### config.mk
export PLATFORM = sky130hd
export DESIGN_NAME = gemm_w_loader_flat
export DESIGN_NICKNAME = d
export VERILOG_FILES = /design/src/rtl/gemm_w_loader_pkg.sv /design/src/rtl/gemm_w_loader_if.sv /design/src/rtl/gemm_w_loader.sv /design/src/flat_wrapper.sv
export SDC_FILE = /design/constraint.sdc
export NUM_CORES = 1
export LEC_CHECK = 0
export ABC_AREA = 1
export BUFFER_PORTS_ARGS = -buffer_cell sky130_fd_sc_hd__buf_2
export CAP_MARGIN = 10
export CORE_ASPECT_RATIO = 1.75
export CORE_UTILIZATION = 59
export DETAILED_ROUTE_END_ITERATION = 8
export PLACE_DENSITY_LB_ADDON = 0.25
export SLEW_MARGIN = 20
export SYNTH_ARGS = -nofsm -noshare
export SYNTH_HDL_FRONTEND = slang
export SYNTH_SLANG_ARGS = --single-unit
### constraint.sdc
create_clock -name i_clk -period 2.9 [get_ports i_clk]
set_clock_uncertainty 0.05 [all_clocks]
set_input_delay 0.145 -clock i_clk [delete_from_list [all_inputs] [get_ports i_clk]]
set_output_delay 0.145 -clock i_clk [all_outputs]
set_load 0.01 [all_outputs]
### src/rtl/gemm_w_loader_pkg.sv
// -----------------------------------------------------------------------------
// gemm_w_loader_pkg
//   Shared definitions for the GEMM weight loader: FSM state encoding,
//   default sizes shared with the weight buffers and PE array, and the
//   length-legality helper.
//   No ports (package).
// -----------------------------------------------------------------------------
package gemm_w_loader_pkg;

    localparam int DATA_WIDTH_DEF = 16;
    localparam int DEPTH_DEF      = 512;
    localparam int COLS_DEF       = 8;

    typedef enum logic [1:0] {
        ST_IDLE   = 2'd0,
        ST_CLR    = 2'd1,
        ST_LOAD   = 2'd2,
        ST_REWIND = 2'd3
    } state_e;

    // A load length is usable when it names at least one word and fits a buffer.
    function automatic logic len_legal(input int len, input int depth);
        return (len != 0) && (len <= depth);
    endfunction

endpackage

### src/rtl/gemm_w_loader_if.sv
// -----------------------------------------------------------------------------
// gemm_w_stream_if / gemm_w_buf_if
//   gemm_w_stream_if: weight stream into the loader.
//     data, valid : driven by the source (master)
//     ready       : driven by the sink (slave)
//     Handshake: a word transfers on every clock edge where valid and ready
//     are both high; the source holds data/valid stable until that edge, and
//     ready does not depend on valid.
//   gemm_w_buf_if: broadcast control bus from the loader (master) to the
//     per-column weight buffers (slave).
//     rst   : pointer reset, all columns
//     valid : per-column pointer advance
//     write : per-column write enable, only ever set together with valid
//     data  : write data, broadcast
// -----------------------------------------------------------------------------
interface gemm_w_stream_if #(
    parameter int DATA_WIDTH = 16
);
    logic [DATA_WIDTH-1:0] data;
    logic                  valid;
    logic                  ready;

    modport master (output data, output valid, input ready);
    modport slave  (input data, input valid, output ready);
endinterface

interface gemm_w_buf_if #(
    parameter int DATA_WIDTH = 16,
    parameter int COLS       = 8
);
    logic                  rst;
    logic [COLS-1:0]       valid;
    logic [COLS-1:0]       write;
    logic [DATA_WIDTH-1:0] data;

    modport master (output rst, output valid, output write, output data);
    modport slave  (input rst, input valid, input write, input data);
endinterface

### src/rtl/gemm_w_loader.sv
// -----------------------------------------------------------------------------
// gemm_w_loader
//   Fills COLS weight buffers column-major from a valid/ready stream
//   (i_len words per column), rewinds their pointers, then steps all columns
//   in lockstep for playback, rewinding automatically at the end of a pass.
// Ports:
//   i_clk, i_rst   clock, synchronous active-high reset
//   i_start        begin a load (IDLE only); i_len sampled with it
//   i_len          words per column, legal 1..DEPTH
//   s              weight stream (slave side)
//   i_step         advance all buffers one entry during playback
//   wbuf           buffer control bus (master side), all registered
//   o_busy         high in CLR/LOAD/REWIND
//   o_done         1-cycle pulse, load finished and pointers rewound
//   o_loaded       buffers hold a valid set, playback enabled
//   o_wrap         1-cycle pulse, playback pass completed
//   o_err          sticky, last start had an illegal length
//   state_dbg      current FSM state
// -----------------------------------------------------------------------------
module gemm_w_loader
    import gemm_w_loader_pkg::*;
#(
    parameter int DATA_WIDTH = DATA_WIDTH_DEF,
    parameter int DEPTH      = DEPTH_DEF,
    parameter int N_DEPTH    = $clog2(DEPTH),
    parameter int COLS       = COLS_DEF,
    parameter int N_COLS     = (COLS > 1) ? $clog2(COLS) : 1
) (
    input  logic               i_clk,
    input  logic               i_rst,
    input  logic               i_start,
    input  logic [N_DEPTH:0]   i_len,
    gemm_w_stream_if.slave     s,
    input  logic               i_step,
    gemm_w_buf_if.master       wbuf,
    output logic               o_busy,
    output logic               o_done,
    output logic               o_loaded,
    output logic               o_wrap,
    output logic               o_err,
    output state_e             state_dbg
);

    localparam logic [N_COLS-1:0] LAST_COL = N_COLS'(COLS - 1);

    state_e                state_q, state_d;
    logic [N_DEPTH:0]      len_q, len_d;
    logic [N_COLS-1:0]     col_q, col_d;
    logic [N_DEPTH:0]      word_q, word_d;
    logic [N_DEPTH:0]      k_q, k_d;
    logic                  loaded_q, loaded_d;
    logic                  err_q, err_d;
    logic                  rst_q, rst_d;
    logic [COLS-1:0]       valid_q, valid_d;
    logic [COLS-1:0]       write_q, write_d;
    logic [DATA_WIDTH-1:0] data_q, data_d;
    logic                  done_q, done_d;
    logic                  wrap_q, wrap_d;
    logic [N_DEPTH:0]      len_last;

    // Counters are one bit wider than the pointer so len == DEPTH compares
    // cleanly against len-1 without overflow.
    assign len_last = len_q - 1'b1;

    always_ff @(posedge i_clk) begin
        if (i_rst) begin
            state_q  <= ST_IDLE;
            len_q    <= '0;
            col_q    <= '0;
            word_q   <= '0;
            k_q      <= '0;
            loaded_q <= 1'b0;
            err_q    <= 1'b0;
            rst_q    <= 1'b0;
            valid_q  <= '0;
            write_q  <= '0;
            data_q   <= '0;
            done_q   <= 1'b0;
            wrap_q   <= 1'b0;
        end else begin
            state_q  <= state_d;
            len_q    <= len_d;
            col_q    <= col_d;
            word_q   <= word_d;
            k_q      <= k_d;
            loaded_q <= loaded_d;
            err_q    <= err_d;
            rst_q    <= rst_d;
            valid_q  <= valid_d;
            write_q  <= write_d;
            data_q   <= data_d;
            done_q   <= done_d;
            wrap_q   <= wrap_d;
        end
    end

    always_comb begin
        state_d  = state_q;
        len_d    = len_q;
        col_d    = col_q;
        word_d   = word_q;
        k_d      = k_q;
        loaded_d = loaded_q;
        err_d    = err_q;
        rst_d    = 1'b0;
        valid_d  = '0;
        write_d  = '0;
        data_d   = data_q;
        done_d   = 1'b0;
        wrap_d   = 1'b0;

        unique case (state_q)
            ST_IDLE: begin
                // A start (legal or not) takes priority and drops any step.
                if (i_start) begin
                    if (len_legal(32'(i_len), DEPTH)) begin
                        len_d    = i_len;
                        loaded_d = 1'b0;
                        err_d    = 1'b0;
                        k_d      = '0;
                        state_d  = ST_CLR;
                    end else begin
                        err_d = 1'b1;
                    end
                end else if (i_step && loaded_q) begin
                    // Last entry of the pass rewinds instead of advancing, so
                    // pointers never reach entries beyond len.
                    if (k_q == len_last) begin
                        rst_d  = 1'b1;
                        wrap_d = 1'b1;
                        k_d    = '0;
                    end else begin
                        valid_d = '1;
                        k_d     = k_q + 1'b1;
                    end
                end
            end
            ST_CLR: begin
                rst_d   = 1'b1;
                col_d   = '0;
                word_d  = '0;
                state_d = ST_LOAD;
            end
            ST_LOAD: begin
                if (s.valid) begin
                    valid_d[col_q] = 1'b1;
                    write_d[col_q] = 1'b1;
                    data_d         = s.data;
                    if (word_q == len_last) begin
                        word_d = '0;
                        col_d  = col_q + 1'b1;
                        if (col_q == LAST_COL) begin
                            state_d = ST_REWIND;
                        end
                    end else begin
                        word_d = word_q + 1'b1;
                    end
                end
            end
            ST_REWIND: begin
                rst_d    = 1'b1;
                done_d   = 1'b1;
                loaded_d = 1'b1;
                k_d      = '0;
                state_d  = ST_IDLE;
            end
            default: state_d = ST_IDLE;
        endcase
    end

    assign s.ready    = (state_q == ST_LOAD);
    assign wbuf.rst   = rst_q;
    assign wbuf.valid = valid_q;
    assign wbuf.write = write_q;
    assign wbuf.data  = data_q;
    assign o_busy     = (state_q != ST_IDLE);
    assign o_done     = done_q;
    assign o_loaded   = loaded_q;
    assign o_wrap     = wrap_q;
    assign o_err      = err_q;
    assign state_dbg  = state_q;

endmodule

### src/flat_wrapper.sv
// flat-port wrapper written by rule: the top's interface ports become plain ports
module gemm_w_loader_flat import gemm_w_loader_pkg::*;
#(
    parameter int DATA_WIDTH = DATA_WIDTH_DEF,
    parameter int DEPTH      = DEPTH_DEF,
    parameter int N_DEPTH    = $clog2(DEPTH),
    parameter int COLS       = COLS_DEF,
    parameter int N_COLS     = (COLS > 1) ? $clog2(COLS) : 1
)
  (i_clk, i_rst, i_start, i_len, i_step, o_busy, o_done, o_loaded, o_wrap, o_err, state_dbg, s_data, s_valid, s_ready, wbuf_rst, wbuf_valid, wbuf_write, wbuf_data);
  gemm_w_stream_if #(.DATA_WIDTH(DATA_WIDTH)) s_i ();
  gemm_w_buf_if #(.DATA_WIDTH(DATA_WIDTH), .COLS(COLS)) wbuf_i ();
  input  logic i_clk;
  input  logic i_rst;
  input  logic i_start;
  input  logic [N_DEPTH:0] i_len;
  input  logic i_step;
  output logic o_busy;
  output logic o_done;
  output logic o_loaded;
  output logic o_wrap;
  output logic o_err;
  output state_e state_dbg;
  input wire logic [$bits(s_i.data)-1:0] s_data;
  input wire logic [$bits(s_i.valid)-1:0] s_valid;
  output wire logic [$bits(s_i.ready)-1:0] s_ready;
  output wire logic [$bits(wbuf_i.rst)-1:0] wbuf_rst;
  output wire logic [$bits(wbuf_i.valid)-1:0] wbuf_valid;
  output wire logic [$bits(wbuf_i.write)-1:0] wbuf_write;
  output wire logic [$bits(wbuf_i.data)-1:0] wbuf_data;
  assign s_i.data = s_data;
  assign s_i.valid = s_valid;
  assign s_ready = s_i.ready;
  assign wbuf_rst = wbuf_i.rst;
  assign wbuf_valid = wbuf_i.valid;
  assign wbuf_write = wbuf_i.write;
  assign wbuf_data = wbuf_i.data;
  gemm_w_loader #(.DATA_WIDTH(DATA_WIDTH), .DEPTH(DEPTH), .N_DEPTH(N_DEPTH), .COLS(COLS), .N_COLS(N_COLS)) u_core (.i_clk(i_clk), .i_rst(i_rst), .i_start(i_start), .i_len(i_len), .s(s_i), .i_step(i_step), .wbuf(wbuf_i), .o_busy(o_busy), .o_done(o_done), .o_loaded(o_loaded), .o_wrap(o_wrap), .o_err(o_err), .state_dbg(state_dbg));
endmodule
# After elaboration in Yosys (flattened, before gate mapping)

Cells that the tools add are included.

Output and inout bits: 41
Logic and storage cells: 87
Register bits: 72

Multiplexer cells: 33
Magnitude comparators: 3
Add/subtract/negate cells: 4
Reduce and logical (&&, ||, !) cells: 19
Bitwise logic cells: 2
Eq/ne operators: 13

Operators by type and width:

| cell                    | count |
|---|---|
| $mux W10                | 6 |
| $pmux W10 S2            | 2 |
| $mux W8                 | 4 |
| $add A10 B1 Y10 const B | 2 |
| $eq A10 B10 Y1          | 2 |
| $pmux W8 S2             | 1 |
| $reduce_and A3 Y1       | 4 |
| $le A10 B10 Y1 const B  | 1 |
| $mux W2                 | 5 |
| $reduce_bool A10 Y1     | 1 |
| $sub A10 B1 Y10 const B | 1 |
| $mux W1                 | 8 |
| $pmux W2 S4             | 1 |
| $mux W3                 | 2 |
| $ne A2 B1 Y1 const B    | 3 |
| $ne A3 B2 Y1 const B    | 2 |
| $pmux W3 S2             | 1 |
| $reduce_and A2 Y1       | 3 |
| $reduce_bool A2 Y1      | 3 |
| $reduce_or A2 Y1        | 3 |
| $reduce_and A5 Y1       | 1 |
| $eq A2 B2 Y1 const B    | 2 |
| $lt A3 B4 Y1 const B    | 1 |
| $ne A2 B2 Y1 const B    | 2 |
| other kinds (9)         | 13 |

# Longest topological paths before layout

Depth in word-level cells: 6
Depth in mapped cells: 15

# Worst setup path before layout

OpenSTA, ideal clock, no wires.

Path type: flip-flop to flip-flop
Start: register u_core.state_q[0], in the netlist u_core.state_dbg[0]
End: register u_core.word_q[6]
Data required time: 2733 ps
Cell stages (with the launch flop): 10
Slack: 917 ps
Buffers on the path: 1
Clock period less this slack: 1983 ps
Arrival: 1816 ps
Cell sequence: dfxtp_1 inv_1 ha_1 nand2_1 inv_2 a21oi_2 inv_2 buf_2 o21ai_0 nor2_1

Longest elaborated chain between the ends: 3

RTL lines:

| element                                                             | line                | RTL |
|---|---|---|
| from (decl)                                                         | gemm_w_loader.sv:46 | `state_e state_q, state_d;` |
| from (signal assigned)                                              | gemm_w_loader.sv:81 | `state_q <= state_d;` |
| $eq A2 B2 Y1 *                                                      | -                   |  |
| net s_ready                                                         | flat_wrapper.sv:26  | `output wire logic [$bits(s_i.ready)-1:0] s_ready;` |
| $ne A2 B2 Y1 (no source line) or $reduce_bool A2 Y1 (tied branches) | -                   |  |
| $reduce_and A2 Y1 (no source line)                                  | -                   |  |
| to (signal assigned)                                                | gemm_w_loader.sv:84 | `word_q <= word_d;` |
| to (decl)                                                           | gemm_w_loader.sv:49 | `logic [N_DEPTH:0] word_q, word_d;` |

Mark *: on every way through the listed nets, which the timed path passes. The rest lies on a longest branch.
A chain may end at the register's enable or synchronous reset.

# Worst setup path after layout

Start: register u_core.len_q[0]
End: register u_core.valid_q[5], in the netlist u_core.wbuf.valid[5]

Longest elaborated chain between the ends: 6

RTL lines:

| element                | line                 | RTL |
|---|---|---|
| from (decl)            | gemm_w_loader.sv:47  | `logic [N_DEPTH:0] len_q, len_d;` |
| from (signal assigned) | gemm_w_loader.sv:82  | `len_q <= len_d;` |
| $sub A10 B1 Y10        | gemm_w_loader.sv:63  | `assign len_last = len_q - 1'b1;` |
| $eq A10 B10 Y1         | gemm_w_loader.sv:128 | `if (k_q == len_last) begin` |
| $mux W8                | gemm_w_loader.sv:128 |  |
| $mux W8                | gemm_w_loader.sv:125 | `end else if (i_step && loaded_q) begin` |
| $mux W8                | gemm_w_loader.sv:115 | `if (i_start) begin` |
| $pmux W8 S2            | gemm_w_loader.sv:112 | `unique case (state_q)` |
| to (signal assigned)   | gemm_w_loader.sv:89  | `valid_q <= valid_d;` |
| to (decl)              | gemm_w_loader.sv:54  | `logic [COLS-1:0] valid_q, valid_d;` |

Every way passes these cells.

==> reports/results.txt <==
Async SR Flop Fraction = 0%
sequential share of power = 36.3%
gr ovfl total = 0
most frequent cell after synthesis = nor2_1
Hold Crit Class = in2reg
top cells by area, synth = dfxtp_1, nor2_1, nand2_1, nand3_1, o21ai_0
Max VDD drop = 0.550 mV
Worst-Skew Late Latency = 0.35 ns
CP required = 3.07 ns
Placed Cells = 645
synthesis-to-layout area growth = 19.4%
vias in the first global route = 3,405
leakage = 1.96 nW
Rows = 36
pwr/cell area = 881 mW/mm²
area leader, netlist = dfxtp_1
dpl cell area = 0.00393 mm²
Comb pwr share = 44.6%
Critical Path Fanout Max = 8
core box area = 0.00563 mm²
initial antenna violation count = 0
final instance count without filler cells = 668
critical path arrival = 2.40 ns
clock sinks = 72
RSZ-0062 raised after global routing = false
Sw Ratio = 43.6%
worst slew pin tran = 0.651 ns
DRC = 0
number of synthesized flops with an enable pin = 0
Final HPWL DP = 6.88 mm
Final Cell Area = 0.00416 mm²
Mean Syn Cell Area = 6.92 µm²
clk slew on worst S/H paths = 0.07 ns
pins over their slew limit = 0
yosys synthesis warning count = 0
Final GP Congestion = 0.980
Max clock buf depth = 2
setup TNS = 0 ns
reg-to-reg setup timing slack = 0.67 ns
DRT antenna net count = 0
maxcap violations = 0
Post-Syn Area = 0.00349 mm²
Seq/Total Area, Yosys = 41.3%
Die Span X = 60.1 µm
vias per cell = 5.26
# fillers = 448
root buf cell = clkbuf_8
Post-CTS Resized = 0
Final Cycle Share = 76.8%
Worst setup SP type = flop
worst setup path category = reg2reg
multi-input logic area = 0.00180 mm²
die area = 0.00623 mm²
I/O pin cnt = 72
Top FF cell, synth = dfxtp_1
H-Tree Depth = 3
Net Count, Synth = 544
f_max = 0.449 GHz
TritonCTS clock tree = built
Mapped Cells = 504
P_int = 2.07 mW
sw power = 1.60 mW
Worst setup EP type = flop
TritonRoute pass-1 iters = 5
Yosys reg bits = 72
initial core utilization = 61.9%
share of the synthesized area in the top cell type = 41.3%
layout cells sized above 1 = 18.1%
Routed WL = 9.36 mm
overall routing resource usage = 32.2%
Netlist cell types = 30
storage element area = 0.00144 mm²
largest net degree at the start of global routing = 38
final hold viol count = 1
antenna fix cells = 0
clock share of power = 19.1%
Final Util = 74.0%
Relative slew margins = 56.5%
setup violators final = 0
Post-synth top cells = nor2_1, nand2_1, dfxtp_1
first-pass GRT wire length = 15.0 mm
Initial DRC Count = 143
# port buffers = 71
WL/cell = 14.0 µm
Die H = 104 µm
detailed-route via count = 3,512
minimum hold slack = -0.000294 ns
min cycle time layout = 2.23 ns
status = complete, but fails checks
nets@finish = 627
total CTS buffers = 9
failing checks = negative hold slack
[cell usage in the layout (no fill, tap or decap), types with 2 or more instances in the layout]
cell type	instances
a21oi_1	28
and3_1	2
buf_2	71
buf_4	4
clkbuf_1	3
clkbuf_8	10
clkinv_2	2
dfxtp_1	72
dlygate4sd3_1	7
ha_1	9
inv_1	52
inv_2	3
nand2_1	92
nand2_2	5
nand2_4	2
nand3_1	45
nand3_2	2
nand4_1	7
nor2_1	98
nor2_2	3
nor2_4	2
nor3_1	7
o21ai_0	40
xor2_1	16
[area by class of cell]
| type | count | share of cell area (%) |
|---|---|---|
| Multi-Input combinational cell | 366 | 43.1 |
| Clock buffer | 13 | 3.58 |
| Inverter | 56 | 5.05 |
| Timing Repair Buffer | 82 | 10.9 |
| Sequential cell | 72 | 34.6 |
| Tap cell | 76 | 2.28 |
| Clock inverter | 3 | 0.421 |
[through the flow]
step	setup WS (ns)	total power, mW
final	0.673	3.67
after global routing	0.461	3.96
after CTS	0.695	3.66
after detailed placement	0.716	2.95
after global placement	0.762	2.91
after floorplan	0.917	2.52
[final timing paths]
| path | from | to | depth (start not counted) |
|---|---|---|---|
| max | u_core.len_q[0]$_SDFFE_PP0P_ | u_core.wbuf.valid[5]$_SDFF_PP0_ | 12 |
| min | s_data[5] | u_core.wbuf.data[5]$_SDFFE_PP0P_ | 3 |
| max reg2reg | u_core.len_q[0]$_SDFFE_PP0P_ | u_core.wbuf.valid[5]$_SDFF_PP0_ | 12 |
| min reg2reg | u_core.wbuf.data[5]$_SDFFE_PP0P_ | u_core.wbuf.data[5]$_SDFFE_PP0P_ | 2 |
[cells by family (layout without fill, tap and decap cells)]
family	Yosys count	count (layout)	share of synthesized area, %
compound gates	72	72	10.6
buf+inv	66	154	7.18
flops	72	72	41.3
fa+ha+maj	9	9	3.23
simple gates	268	268	33.4
xor+xnor	17	17	4.27
[critical path, cell delays in order (launching register included)]
cell and delay, ns:
dfxtp_1 0.39, inv_2 0.08, ha_1 0.29, xnor2_1 0.27, inv_1 0.09, nand2_1 0.06, nand2_1 0.04, nor2_1 0.10
nand4_1 0.10, nor2_1 0.14, nand2_1 0.09, nand2_1 0.26, a21oi_1 0.12
[routing by layer]
metal	vias up	GRT usage (%)	wire length [µm]
li1	1774	-	-
met3	37	7.62	440
met5	-	0	0
met2	103	57.8	5100
met4	0	18.8	472
met1	1598	31.1	3360
[state kept, by name (all words and copies together), names as in the netlist]
register / flops
u_core.o_loaded: 1
u_core.wbuf.data: 16
u_core.k_q: 10
u_core.o_done: 1
u_core.word_q: 10
u_core.o_wrap: 1
u_core.state_dbg: 2
u_core.wbuf.valid: 8
u_core.wbuf.write: 8
u_core.col_q: 3
u_core.len_q: 10
u_core.o_err: 1
u_core.wbuf.rst: 1
[power groups by stage]
stage | combinational, mW | clock [mW] | sequential (mW)
after global placement | 1.57 | 0 | 1.34
after detailed placement | 1.61 | 0 | 1.34
after floorplan | 1.17 | 0 | 1.34
after global routing | 1.86 | 0.750 | 1.35
after CTS | 1.63 | 0.702 | 1.32
final | 1.63 | 0.702 | 1.33
[timing repair]
action,CTS,global route
setup buffers,0,0
endpoints found under the hold margin,7,0
hold buffers,7,0
(Power assumes the default switching activity.)
